**config.mk**
```make
export PLATFORM = sky130hd
export DESIGN_NAME = mux_scan
export DESIGN_NICKNAME = d
export VERILOG_FILES = /design/src/rtl/mux_scan_pkg.sv /design/src/rtl/mux_scan_seq.sv /design/src/rtl/mux_scan.sv
export SDC_FILE = /design/constraint.sdc
export NUM_CORES = 1
export LEC_CHECK = 0
export ABC_AREA = 1
export CAP_MARGIN = 20
export CORE_AREA = 2 2 39 41
export CTS_CLUSTER_SIZE = 30
export DETAILED_ROUTE_END_ITERATION = 10
export DIE_AREA = 0 0 41 43
export PLACE_DENSITY = 0.76
export SLEW_MARGIN = 25
export SYNTH_ARGS = -nofsm -noshare
export SYNTH_HDL_FRONTEND = slang
export SYNTH_SLANG_ARGS = --single-unit
```
**constraint.sdc**
```tcl
create_clock -name clk -period 2.9 [get_ports clk]
set_clock_uncertainty 0.2 [all_clocks]
set_input_delay 0.435 -clock clk [delete_from_list [all_inputs] [get_ports clk]]
set_output_delay 0.435 -clock clk [all_outputs]
set_load 0.02 [all_outputs]
```
**src/rtl/mux_scan_pkg.sv**
```systemverilog
// mux_scan_pkg
// Shared definitions for the mux_scan block and its scan sequencer.
//   mode_e         : encoding of the mode input (manual / scan)
//   addr_in_range  : range check of a channel address against the channel
//                    count, done at 32 bits so it is safe for any SEL_W
package mux_scan_pkg;

    typedef enum logic {
        MODE_MANUAL = 1'b0,
        MODE_SCAN   = 1'b1
    } mode_e;

    // True when addr names an existing channel. Callers zero-extend the
    // address to 32 bits so a CH that is not a power of two compares cleanly.
    function automatic logic addr_in_range(input int unsigned addr,
                                           input int unsigned ch);
        return (addr < ch);
    endfunction

    // Width of a counter able to hold 0..n-1, never narrower than one bit.
    function automatic int unsigned cnt_width(input int unsigned n);
        return (n > 1) ? $clog2(n) : 1;
    endfunction

endpackage

```
**src/rtl/mux_scan_seq.sv**
```systemverilog
// scan_seq
// Channel pointer and dwell counter for mux_scan's auto-scan mode.
// Ports:
//   clk    in   system clock, rising edge
//   rst    in   synchronous active-high reset
//   adv    in   advance one scan step (enable & scan mode)
//   clr    in   force pointer and dwell counter to 0 (enable & manual mode)
//   ptr    out  current channel pointer
//   first  out  high on the first dwell cycle of channel 0
// With adv and clr both low the pointer and counter hold, which is how a
// paused scan resumes exactly where it stopped.
module scan_seq
    import mux_scan_pkg::*;
#(
    parameter int unsigned CH    = 8,
    parameter int unsigned SEL_W = $clog2(CH),
    parameter int unsigned DWELL = 1
) (
    input  logic             clk,
    input  logic             rst,
    input  logic             adv,
    input  logic             clr,
    output logic [SEL_W-1:0] ptr,
    output logic             first
);

    localparam int unsigned DCNT_W = cnt_width(DWELL);

    localparam logic [SEL_W-1:0]  PTR_LAST  = SEL_W'(CH - 1);
    localparam logic [DCNT_W-1:0] DCNT_LAST = DCNT_W'(DWELL - 1);

    logic [DCNT_W-1:0] dcnt;

    always_ff @(posedge clk) begin
        if (rst) begin
            ptr  <= '0;
            dcnt <= '0;
        end else if (clr) begin
            ptr  <= '0;
            dcnt <= '0;
        end else if (adv) begin
            if (dcnt == DCNT_LAST) begin
                dcnt <= '0;
                if (ptr == PTR_LAST) begin
                    ptr <= '0;
                end else begin
                    ptr <= ptr + 1'b1;
                end
            end else begin
                dcnt <= dcnt + 1'b1;
            end
        end
    end

    always_comb begin
        first = (ptr == '0) && (dcnt == '0);
    end

endmodule

```
**src/rtl/mux_scan.sv**
```systemverilog
// mux_scan
// Registered CH-channel, W-bit multiplexer with a manual (external address)
// mode and an auto-scan mode that dwells DWELL cycles on each channel.
// Ports:
//   clk       in   system clock, rising edge
//   rst       in   synchronous active-high reset
//   en        in   enable; low pauses the scan and blanks the output
//   mode      in   0 = manual, 1 = scan
//   D         in   packed channel data, channel k = D[k*W +: W]
//   addy      in   manual-mode channel select (ignored in scan mode)
//   valid     out  dout holds a legal channel sample
//   dout      out  selected channel data
//   cur_addy  out  channel index that produced dout
//   frame     out  one-cycle marker on the first cycle of channel 0 in scan
//   addr_err  out  manual address was >= CH
// All outputs are registered; inputs sampled at one edge show up after it.
module mux_scan
    import mux_scan_pkg::*;
#(
    parameter int unsigned CH    = 8,
    parameter int unsigned W     = 1,
    parameter int unsigned SEL_W = $clog2(CH),
    parameter int unsigned DWELL = 1
) (
    input  logic              clk,
    input  logic              rst,
    input  logic              en,
    input  logic              mode,
    input  logic [CH*W-1:0]   D,
    input  logic [SEL_W-1:0]  addy,
    output logic              valid,
    output logic [W-1:0]      dout,
    output logic [SEL_W-1:0]  cur_addy,
    output logic              frame,
    output logic              addr_err
);

    mode_e            mode_q;
    logic             adv;
    logic             clr;
    logic [SEL_W-1:0] ptr;
    logic             first;

    logic [SEL_W-1:0] mux_sel;
    logic [W-1:0]     mux_data;

    logic             nxt_valid;
    logic [W-1:0]     nxt_dout;
    logic [SEL_W-1:0] nxt_cur;
    logic             nxt_frame;
    logic             nxt_err;

    always_comb begin
        mode_q = mode_e'(mode);
        adv    = en & (mode_q == MODE_SCAN);
        clr    = en & (mode_q == MODE_MANUAL);
    end

    scan_seq #(
        .CH    (CH),
        .SEL_W (SEL_W),
        .DWELL (DWELL)
    ) u_seq (
        .clk   (clk),
        .rst   (rst),
        .adv   (adv),
        .clr   (clr),
        .ptr   (ptr),
        .first (first)
    );

    // Compare-and-select mux: an address past the last channel simply
    // matches nothing and yields zero rather than reading outside D.
    always_comb begin
        mux_data = '0;
        for (int unsigned k = 0; k < CH; k++) begin
            if (mux_sel == SEL_W'(k)) begin
                mux_data = D[k*W +: W];
            end
        end
    end

    always_comb begin
        mux_sel   = addy;
        nxt_valid = 1'b0;
        nxt_dout  = '0;
        nxt_cur   = cur_addy;
        nxt_frame = 1'b0;
        nxt_err   = 1'b0;
        if (en) begin
            if (mode_q == MODE_SCAN) begin
                mux_sel   = ptr;
                nxt_valid = 1'b1;
                nxt_dout  = mux_data;
                nxt_cur   = ptr;
                nxt_frame = first;
            end else if (addr_in_range(32'(addy), CH)) begin
                nxt_valid = 1'b1;
                nxt_dout  = mux_data;
                nxt_cur   = addy;
            end else begin
                nxt_err   = 1'b1;
            end
        end
    end

    always_ff @(posedge clk) begin
        if (rst) begin
            valid    <= 1'b0;
            dout     <= '0;
            cur_addy <= '0;
            frame    <= 1'b0;
            addr_err <= 1'b0;
        end else begin
            valid    <= nxt_valid;
            dout     <= nxt_dout;
            cur_addy <= nxt_cur;
            frame    <= nxt_frame;
            addr_err <= nxt_err;
        end
    end

endmodule

```
==> run_results.csv <==
group,metric,value,unit
status,status,"finished clean",
detailed_routing,routed_wl,1.21,mm
global_route,grt_first_pass_wirelength,1.82,mm
layout,final_common_cell,"clkdlybuf4s50_1",
power,power_density,385,mW/mm^2
worst_setup_path,worstReg2RegEnd,"dout$_SDFF_PP0_",
clock_network,max-clock-path-buffers,2,
hold_path,hp-class,"flop to flop",
global_route,grt_pass1_vias,496,
power,leakage,0.384,nW
clock_network,cts_root_buf,"clkbuf_4",
clock_network,post_cts_buffers,0,
worst_setup_path,path_class,"flop to output port",
sta,fin_ws,1060,ps
detailed_routing,vias,565,
detailed_routing,vias_per_cell,4.67,
layout,area_growth,44.4,%
layout,regArea,180,um^2
die,die_area,0.00176,mm^2
die,ios,22,
layout,drive_gt1_frac,0.0857,
layout,diodes,0,
global_route,grt_util_all_layers,0.158,
logic_synthesis,ys_types,17,
worst_setup_path,endpoint_kind,"output port",
power,peakVddDrop,0.318,mV
worst_setup_path,arrival,1210,ps
clock_network,insertion_delay,260,ps
hold_path,hp-start,"cur_addy[2]$_SDFFE_PP0P_",
detailed_routing,drc,0,
sta,setup_viol_count_final,0,
place,dp_slack,825,ps
sta,fin_setup_tns,0,ps
place,dpl-instance-area,753,um^2
global_route,antenna_found_initial,0,
worst_setup_path,r2r_start,"u_seq.ptr[1]$_SDFFE_PP0P_",
logic_synthesis,synth_seq_cells,9,
sta,finalHoldViolCount,0,
worst_setup_path,worstPathMaxFanout,2,
clock_network,path_clk_slew,60,ps
clock_network,cts_resized,0,
layout,postLayoutCellArea,781,um^2
layout,multi_input_area,285,um^2
hold_path,hold_path_depth,2,
die,die_y,43,um
clock_network,cts_tree,"done",
worst_setup_path,worst_path_max_delay_cell,"clkdlybuf4s50_1",
place,dp.final_hpwl,998,um
clock_network,cts_buffers,3,
sta,slew_violations,0,
logic_synthesis,syn-mean-instance-area,6.59,um^2
clock_network,hold_buffers,0,
detailed_routing,detail_route.first_pass.iterations,4,
worst_setup_path,crit_chain,"clkdlybuf4s50_1",
sta,fmax,543,MHz
hold_path,hold-path-endpoint,"cur_addy[2]$_SDFFE_PP0P_",
worst_setup_path,critPathTopFamily,"buffers and inverters",
logic_synthesis,syn_inst,82,
layout,most-common-layout-cells,"clkdlybuf4s50_1 (20), inv_1 (17), nand2_1 (16), nor2_1 (10), nand3_1 (10)",
layout,fill_cells,141,
die,fp.dieW,41,um
logic_synthesis,yosysSeqAreaShare,0.333,
worst_setup_path,cp.required,2270,ps
clock_network,htree_levels,1,
logic_synthesis,netlist_area,541,um^2
sta,rsz0062_at_grt,"false",
detailed_routing,drtAntennaViolNets,0,
worst_setup_path,start_kind,"flop",
clock_network,cts_sinks,9,
sta,fin_crit_sh,0.635,
layout,nets,124,
global_route,overflow,0,
die,initial_core_util,0.391,
detailed_routing,dr.first_iter.drc_count,12,
die,row_count,14,
sta,fin_crit,1840,ps
logic_synthesis,synth_warnings,0,
detailed_routing,wl_per_cell,10.0,um
global_route,grt_max_degree,8,
worst_setup_path,path_buf_inv,1,
worst_setup_path,r2r_setup_slack,1530,ps
run,cap_violations,0,
worst_setup_path,worstRegToRegCells,7,
place,numPortBuffers,20,
logic_synthesis,synth_nets,100,
die,core,0.00138,mm^2
place,gp_congestion,0.902,
worst_setup_path,crit_path_max_incr_delay,610,ps
## metrics by stage
| stage | power, mW | utilization | hold WS (ps) | instances |
|---|---|---|---|---|
| finish | 0.300 | 0.564 | 268 | 121 |
| floorplan | 0.173 | - | 255 | 82 |
| global placement | 0.208 | 0.544 | 261 | 117 |
| global route | 0.322 | 0.564 | 324 | 121 |
| detailed placement | 0.210 | 0.544 | 270 | 117 |
| CTS | 0.306 | 0.564 | 279 | 121 |
## kinds of logic after synthesis
logic type               after synthesis  share of synthesized area
AND/OR/NAND/NOR                       42                      0.359
buffers and inverters                 19                      0.139
adder cells (fa/ha/maj)                3                     0.0695
AO/OA/AOI/OAI                          8                     0.0926
other                                  1                    0.00694
flip-flops                             9                      0.333
## report_power, final
group	total, mW	switching, mW	internal, mW	leakage [nW]
combinational	0.0742	0.0364	0.0377	0.292
clock	0.0932	0.0424	0.0507	0.0177
sequential	0.133	0.00303	0.130	0.0738
## per-layer routing
layer,global-route usage,part of all wire
met3,0.0628,0.073
met4,0.100,0.0099
met5,0,0
met2,0.241,0.49
met1,0.173,0.43
## Yosys cell counts (all sizes together)
| library cell | n | share of area |
|---|---|---|
| clkinv | 1 | 0.0069 |
| nor2 | 10 | 0.069 |
| o21ai | 1 | 0.0093 |
| nand3b | 2 | 0.028 |
| inv | 17 | 0.12 |
| buf | 1 | 0.014 |
| nor3b | 1 | 0.014 |
| nand3 | 10 | 0.093 |
| conb | 1 | 0.0069 |
| nand2 | 19 | 0.16 |
| a31o | 2 | 0.032 |
| a211oi | 1 | 0.014 |
| dfxtp | 9 | 0.33 |
| a21oi | 4 | 0.037 |
| ha | 3 | 0.069 |
## flip-flops by register name, indices dropped and copies added, names as in the netlist
signal and flops:
u_seq.ptr 3, cur_addy 3, frame 1, valid 1, dout 1
## area by class of cell
type,count,share of cell area
clock buffer,3,0.0288
tap,16,0.0256
multi-input combinational,54,0.365
inverter,18,0.0865
clock inverter,1,0.00641
timing repair buffer,20,0.256
sequential,9,0.231
## worst max-delay path by stage
stage | cells after the start | endpoint | from
3_5_place_dp | 8 | dout$_SDFF_PP0_ | en
2_1_floorplan | 8 | dout$_SDFF_PP0_ | mode
5_1_grt | 8 | dout$_SDFF_PP0_ | en
3_3_place_gp | 8 | dout$_SDFF_PP0_ | en
6_report | 1 | cur_addy[0] | cur_addy[0]$_SDFFE_PP0P_
4_1_cts | 1 | cur_addy[0] | cur_addy[0]$_SDFFE_PP0P_
(Power assumes the default switching activity.)
